### config.mk
export PLATFORM = sky130hd
export DESIGN_NAME = router_arbiter
export DESIGN_NICKNAME = d
export VERILOG_FILES = /design/src/rtl/router_pkg.sv /design/src/rtl/rr_pick.sv /design/src/rtl/router_arbiter.sv
export SDC_FILE = /design/constraint.sdc
export NUM_CORES = 1
export LEC_CHECK = 0
export ABC_AREA = 1
export CAP_MARGIN = 20
export CORE_ASPECT_RATIO = 0.7
export CORE_MARGIN = 2
export CORE_UTILIZATION = 48
export DETAILED_ROUTE_END_ITERATION = 10
export HOLD_SLACK_MARGIN = 0.1
export PLACE_DENSITY = 0.81
export SYNTH_ARGS = -nofsm -noshare
export SYNTH_HDL_FRONTEND = slang
export SYNTH_SLANG_ARGS = --single-unit
### constraint.sdc
create_clock -name clk -period 1.64 [get_ports clk]
set_input_delay 0.246 -clock clk [delete_from_list [all_inputs] [get_ports clk]]
set_output_delay 0.246 -clock clk [all_outputs]
set_load 0.01 [all_outputs]
### src/rtl/router_pkg.sv
// Shared widths, FSM encoding and helpers for the router input arbiter.
package router_pkg;

    localparam int PORT_W = 2;
    localparam int DATA_W = 4;
    localparam int WORD_W = 6;

    typedef enum logic {
        IDLE  = 1'b0,
        SERVE = 1'b1
    } state_t;

    function automatic logic [3:0] onehot4(input logic [1:0] idx);
        onehot4 = 4'b0001 << idx;
    endfunction

endpackage

### src/rtl/rr_pick.sv
// Combinational 4-way round-robin picker: first set request after 'last', wrapping around.
module rr_pick (
    input  logic [3:0] req,
    input  logic [1:0] last,
    output logic       found,
    output logic [1:0] idx
);

    logic [1:0] w_cand;

    // Walk from lowest priority (last itself) to highest (last+1) so the best match wins.
    always_comb begin
        found  = 1'b0;
        idx    = 2'd0;
        w_cand = 2'd0;
        for (int k = 4; k >= 1; k--) begin
            w_cand = last + 2'(k);
            if (req[w_cand]) begin
                found = 1'b1;
                idx   = w_cand;
            end else begin
                found = found;
            end
        end
    end

endmodule

### src/rtl/router_arbiter.sv
// Four-requester round-robin front end for the secure Hamming router: grants one
// requester at a time with a bounded burst and keeps saturating per-destination counts.
module router_arbiter
    import router_pkg::*;
#(
    parameter int N_REQ     = 4,
    parameter int MAX_BURST = 4,
    parameter int CNT_W     = 8
) (
    input  logic                   clk,
    input  logic                   rst,
    input  logic [N_REQ-1:0]       req,
    input  logic [2*N_REQ-1:0]     req_dest,
    input  logic [4*N_REQ-1:0]     req_data,
    output logic [N_REQ-1:0]       gnt,
    output logic [1:0]             grant_id,
    output logic                   busy,
    output logic [WORD_W-1:0]      router_d_in,
    output logic                   router_valid,
    output logic [4*CNT_W-1:0]     pkt_count
);

    localparam logic [3:0]       LP_MAX_BURST = 4'(MAX_BURST);
    localparam logic [CNT_W-1:0] LP_CNT_MAX   = {CNT_W{1'b1}};
    localparam logic [CNT_W-1:0] LP_CNT_ONE   = {{(CNT_W-1){1'b0}}, 1'b1};

    state_t            r_state;
    state_t            w_state_nxt;
    logic [N_REQ-1:0]  r_gnt;
    logic [N_REQ-1:0]  w_gnt_nxt;
    logic [1:0]        r_owner;
    logic [1:0]        w_owner_nxt;
    logic [1:0]        r_last;
    logic [1:0]        w_last_nxt;
    logic [3:0]        r_burst;
    logic [3:0]        w_burst_nxt;
    logic              r_busy;
    logic              w_busy_nxt;
    logic [WORD_W-1:0] r_d_in;
    logic [WORD_W-1:0] w_d_in_nxt;
    logic              r_valid;
    logic              w_valid_nxt;
    logic [CNT_W-1:0]  r_cnt     [4];
    logic [CNT_W-1:0]  w_cnt_nxt [4];

    logic              w_found;
    logic [1:0]        w_pick;
    logic              w_owner_req;
    logic              w_xfer;
    logic              w_release;
    logic [3:0]        w_burst_inc;
    logic [PORT_W-1:0] w_dest;
    logic [DATA_W-1:0] w_data;

    rr_pick u_pick (
        .req   (req),
        .last  (r_last),
        .found (w_found),
        .idx   (w_pick)
    );

    // Owner's current word and the transfer/release decisions for this edge.
    always_comb begin
        w_dest      = req_dest[{r_owner, 1'b0} +: PORT_W];
        w_data      = req_data[{r_owner, 2'b00} +: DATA_W];
        w_owner_req = req[r_owner];
        w_burst_inc = r_burst + 4'd1;
        w_xfer      = (r_state == SERVE) && w_owner_req;
        // A dropped request wins over the burst limit: release without a transfer.
        w_release   = (r_state == SERVE) && (!w_owner_req || (w_burst_inc == LP_MAX_BURST));
    end

    // State register.
    always_ff @(posedge clk) begin
        if (rst) begin
            r_state <= IDLE;
        end else begin
            r_state <= w_state_nxt;
        end
    end

    // Next-state logic.
    always_comb begin
        w_state_nxt = r_state;
        case (r_state)
            IDLE: begin
                if (w_found) begin
                    w_state_nxt = SERVE;
                end else begin
                    w_state_nxt = IDLE;
                end
            end
            SERVE: begin
                if (w_release) begin
                    w_state_nxt = IDLE;
                end else begin
                    w_state_nxt = SERVE;
                end
            end
            default: begin
                w_state_nxt = IDLE;
            end
        endcase
    end

    // Next values of the registered outputs, burst counter and priority pointer.
    always_comb begin
        w_gnt_nxt   = r_gnt;
        w_owner_nxt = r_owner;
        w_last_nxt  = r_last;
        w_burst_nxt = r_burst;
        w_busy_nxt  = r_busy;
        w_valid_nxt = 1'b0;
        w_d_in_nxt  = {WORD_W{1'b0}};
        case (r_state)
            IDLE: begin
                if (w_found) begin
                    w_gnt_nxt   = N_REQ'(onehot4(w_pick));
                    w_owner_nxt = w_pick;
                    w_burst_nxt = 4'd0;
                    w_busy_nxt  = 1'b1;
                end else begin
                    w_busy_nxt  = 1'b0;
                end
            end
            SERVE: begin
                if (w_xfer) begin
                    w_valid_nxt = 1'b1;
                    w_d_in_nxt  = {w_dest, w_data};
                    w_burst_nxt = w_burst_inc;
                end else begin
                    w_burst_nxt = r_burst;
                end
                if (w_release) begin
                    w_gnt_nxt  = {N_REQ{1'b0}};
                    w_busy_nxt = 1'b0;
                    w_last_nxt = r_owner;
                end else begin
                    w_busy_nxt = 1'b1;
                end
            end
            default: begin
                w_gnt_nxt  = {N_REQ{1'b0}};
                w_busy_nxt = 1'b0;
            end
        endcase
    end

    // Saturating per-destination transfer counters.
    always_comb begin
        for (int d = 0; d < 4; d++) begin
            if (w_xfer && (w_dest == 2'(d)) && (r_cnt[d] != LP_CNT_MAX)) begin
                w_cnt_nxt[d] = r_cnt[d] + LP_CNT_ONE;
            end else begin
                w_cnt_nxt[d] = r_cnt[d];
            end
        end
    end

    // Output, pointer and counter registers; reset drops any word presented on the same edge.
    always_ff @(posedge clk) begin
        if (rst) begin
            r_gnt   <= {N_REQ{1'b0}};
            r_owner <= 2'd0;
            r_last  <= 2'd3;
            r_burst <= 4'd0;
            r_busy  <= 1'b0;
            r_valid <= 1'b0;
            r_d_in  <= {WORD_W{1'b0}};
            for (int d = 0; d < 4; d++) begin
                r_cnt[d] <= {CNT_W{1'b0}};
            end
        end else begin
            r_gnt   <= w_gnt_nxt;
            r_owner <= w_owner_nxt;
            r_last  <= w_last_nxt;
            r_burst <= w_burst_nxt;
            r_busy  <= w_busy_nxt;
            r_valid <= w_valid_nxt;
            r_d_in  <= w_d_in_nxt;
            for (int d = 0; d < 4; d++) begin
                r_cnt[d] <= w_cnt_nxt[d];
            end
        end
    end

    // Pack counters onto the flat debug port.
    always_comb begin
        pkt_count = {(4*CNT_W){1'b0}};
        for (int d = 0; d < 4; d++) begin
            pkt_count[d*CNT_W +: CNT_W] = r_cnt[d];
        end
    end

    assign gnt          = r_gnt;
    assign grant_id     = r_owner;
    assign busy         = r_busy;
    assign router_d_in  = r_d_in;
    assign router_valid = r_valid;

endmodule

==> flow_summary_export.csv <==
group,metric,value,unit
worst_setup_path,critical_path_class,"reg -> reg",
sta,hold_violations,0,
logic_synthesis,synth_xor_area_share,4.87,%
logic_synthesis,syn-num-nets,442,
power,p_leak,1.96,nW
hold_path,worst_hold_path_type,"reg -> reg",
routing,vias,3280,
global_routing,grt_start_max_net_pins,26,
routing,drtAntennaViolNets,0,
logic_synthesis,ys_ff_latch,52,
routing,via_per_inst,5.41,
sta,fin_crit_sh,106,%
place,gp_congestion,0.930,
worst_setup_path,path_max_fanout,7,
worst_setup_path,worstReg2RegEnd,"r_cnt[0][6]",
sta,finClkSkew,16.7,ps
logic_synthesis,synth_edf_count,0,
worst_setup_path,start_kind,"flip-flop",
sta,max_freq,575,MHz
worst_setup_path,path_buf_inv,0,
global_routing,overflow,0,
layout,nNetsFinal,566,
clock_tree,cts_buffers,5,
sta,rsz0062_at_grt,"true",
hold_path,min_path_cells,2,
worst_setup_path,cp-end-kind,"flip-flop",
global_routing,grt_pass1_wl,12.3,mm
logic_synthesis,synth_ff_type,"dfxtp_1",
global_routing,antenna_found_initial,0,
sta,fin_setup_tns,-292,ps
routing,wl,8.71,mm
layout,stdcell_count,606,
sta,setup_violations,6,
sta,setup_ws,-98.3,ps
logic_synthesis,ys_seq_area_share,36.1,%
logic_synthesis,syn-cell-area,0.00288,sq mm
clock_tree,clockRootBuffer,"clkbuf_8",
place,io_buffers,75,
floorplan,rows,23,
status,violations,"setup timing",
floorplan,ios,76,
sta,finalMaxSlewViolations,0,
place,dpl.hpwl,5.83,mm
logic_synthesis,synthSimpleGateAreaFrac,34.3,%
power,ir_drop,0.923,mV
layout,layout-drive-gt1-share,22.8,%
sta,maxSlewHeadroom,77.5,%
routing,drt-pass1-iter-count,5,
sta,worst_pin_slew,337,ps
worst_setup_path,reg2reg_from,"r_cnt[0][1]",
logic_synthesis,yosysUniqueCellTypes,37,
logic_synthesis,syn_inst,406,
place,dp_cells,591,
clock_tree,path_clk_slew,110,ps
worst_setup_path,max_stage_delay,390,ps
clock_tree,clock_path_buffers,2,
global_routing,grt_usage,23.7,%
worst_setup_path,ff2ff_path_depth,7,
logic_synthesis,synth.area.mux_share,0,%
clock_tree,cts_tree,"built",
logic_synthesis,synthAdderAreaFrac,2.61,%
worst_setup_path,cp_slowest_cell,"dfxtp_1",
logic_synthesis,async_flop_share,0,%
run,drv_cap,0,
sta,fin_crit,1740,ps
floorplan,die_w,96.6,um
worst_setup_path,startpoint,"r_cnt[0][1]",
layout,antenna_cells,0,
logic_synthesis,ys.warnings.count,0,
worst_setup_path,critical-path-top-delay-family,"simple AND/OR/NAND/NOR gates",
clock_tree,cts_sinks,52,
worst_setup_path,cp.arrival,1960,ps
floorplan,die_h,68.8,um
routing,drtIter0Drc,247,
worst_setup_path,path_cells,"ha_1 > nand3_1 > nor2_1 > nand3_2 > nand2_2 > nor2_1 > nor3_1",
floorplan,core_area,0.00576,sq mm
worst_setup_path,worst_path_most_repeated_cell,"nor2_1",
status,status,"finished with violations",
logic_synthesis,synth-compound-area-share,12.9,%
global_routing,grt_pass1_vias,2737,
clock_tree,h-tree-depth,2,
logic_synthesis,synth_top_family_by_area,"simple AND/OR/NAND/NOR gates",
worst_setup_path,cp-endpoint,"r_cnt[0][6]",
power,power_density,1240,mW/mm^2
layout,finish.utilization,75.8,%
worst_setup_path,critical_path_required,1870,ps
routing,drc,0,
floorplan,die_area,0.00665,sq mm
routing,routedWlPerCell,14.4,um
clock_tree,clk_latency,320,ps
worst_setup_path,rrSetupSlack,-100,ps
worst_setup_path,cp.depth,7,
logic_synthesis,syn_area_per_cell,7.09,sq um
layout,area_delta_synth_final,51.4,%
floorplan,initial_core_util,50.0,%
==> final cells by class <==
cell class	count	area [sq um]
clock buffers	5	68.8
clock inverters	3	47.5
inverters	39	159
flip-flops and latches	52	1050
well taps	75	93.8
multi-input cells	303	1700
repair buffers	129	1240
fillers	422	1400
==> cell usage in the layout, fill, tap and decap left out, drive strengths merged <==
master | synthesis | layout
nand2 | 106 | 107
clkdlybuf4s50 | 0 | 70
buf | 10 | 53
nor2 | 53 | 53
dfxtp | 52 | 52
inv | 39 | 39
a21oi | 34 | 34
nand3 | 34 | 34
o21ai | 24 | 24
xor2 | 11 | 11
nor3 | 10 | 10
nand4 | 9 | 9
ha | 6 | 6
clkbuf | 3 | 6
xnor2 | 5 | 5
dlymetal6s2s | 0 | 5
o211ai | 3 | 3
clkinv | 0 | 2
o21bai | 2 | 2
or2 | 1 | 1
o31a | 1 | 1
nor4 | 1 | 1
nor3b | 1 | 1
a31oi | 1 | 1
bufinv | 0 | 1
==> worst reg2reg max path: stages, from the launching register on <==
cell     delay, ps
dfxtp_1        390
ha_1           250
nand3_1        110
nor2_1         200
nand3_2        230
nand2_2        170
nor2_1          60
nor3_1         240
==> through the flow <==
| stage | cell area (sq um) | hold slack (ps) | total power [mW] | setup slack (ps) |
|---|---|---|---|---|
| final | 4360 | 482 | 5.42 | -98.3 |
| after global routing | 4360 | 511 | 5.73 | -219 |
| after CTS | 4130 | 495 | 4.96 | 2.55 |
| after detailed placement | 4000 | 481 | 4.03 | -364 |
| after global placement | 4000 | 466 | 3.95 | -230 |
| after floorplan | 2880 | 434 | 3.06 | 77.6 |
==> where the power goes <==
part	internal, mW	total [mW]	switching, mW
sequential	1.46	1.60	0.145
combinational	1.33	2.90	1.57
clock	0.461	0.919	0.458
total	3.25	5.42	2.17
==> logic make-up after synthesis <==
logic type                 Yosys count
xor gates and xnor gates            16
DFF                                 52
buffers and inverters               52
AOI/OAI and AO/OA                   65
and+or+nand+nor                    215
adders and majority gates            6
==> registers in the layout, indices dropped and copies added (netlist names) <==
name	cells
busy	1
gnt	4
grant_id	2
r_burst	4
r_cnt	32
r_last	2
router_d_in	6
router_valid	1
==> routing by layer <==
layer | routed length [um] | track usage (%) | vias up
met4 | 83 | 2.99 | 0
met5 | 0 | 0 | -
met2 | 4210 | 40.8 | 169
li1 | - | - | 1578
met1 | 3780 | 32.0 | 1517
met3 | 634 | 4.89 | 16
==> synth_stat cells (5+ instances only) <==
cell	count	area, sq um
nand2_2	5	31.3
nand2_1	98	368
nand3_1	30	150
o21ai_0	19	95.1
nand4_1	9	56.3
nor3_1	10	50.1
xor2_1	11	96.3
xnor2_1	5	43.8
ha_1	6	75.1
inv_1	34	128
buf_6	6	67.6
nor2_1	48	180
dfxtp_1	52	1040
a21oi_1	32	160
o21ai_2	5	43.8
==> worst min-delay path by stage <==
| stage | slack [ps] | to | from |
|---|---|---|---|
| after CTS | 490 | r_cnt[2][1] | r_cnt[2][1] |
| after detailed placement | 480 | r_cnt[2][1] | r_cnt[2][1] |
| after global placement | 470 | r_burst[3] | r_burst[3] |
| after global routing | 510 | r_cnt[2][1] | r_cnt[2][1] |
| after floorplan | 430 | router_d_in[0] | req_data[12] |
| final | 480 | r_cnt[2][1] | r_cnt[2][1] |
==> what timing repair did <==
item	in CTS	in global routing
pin swaps	1	9
resized for setup	6	50
hold buffers	0	0
endpoints found under the hold margin	0	0
setup endpoints to repair	14	48
buffers inserted	0	5
gates cloned	0	2
Power figures use the tool's default switching activity.
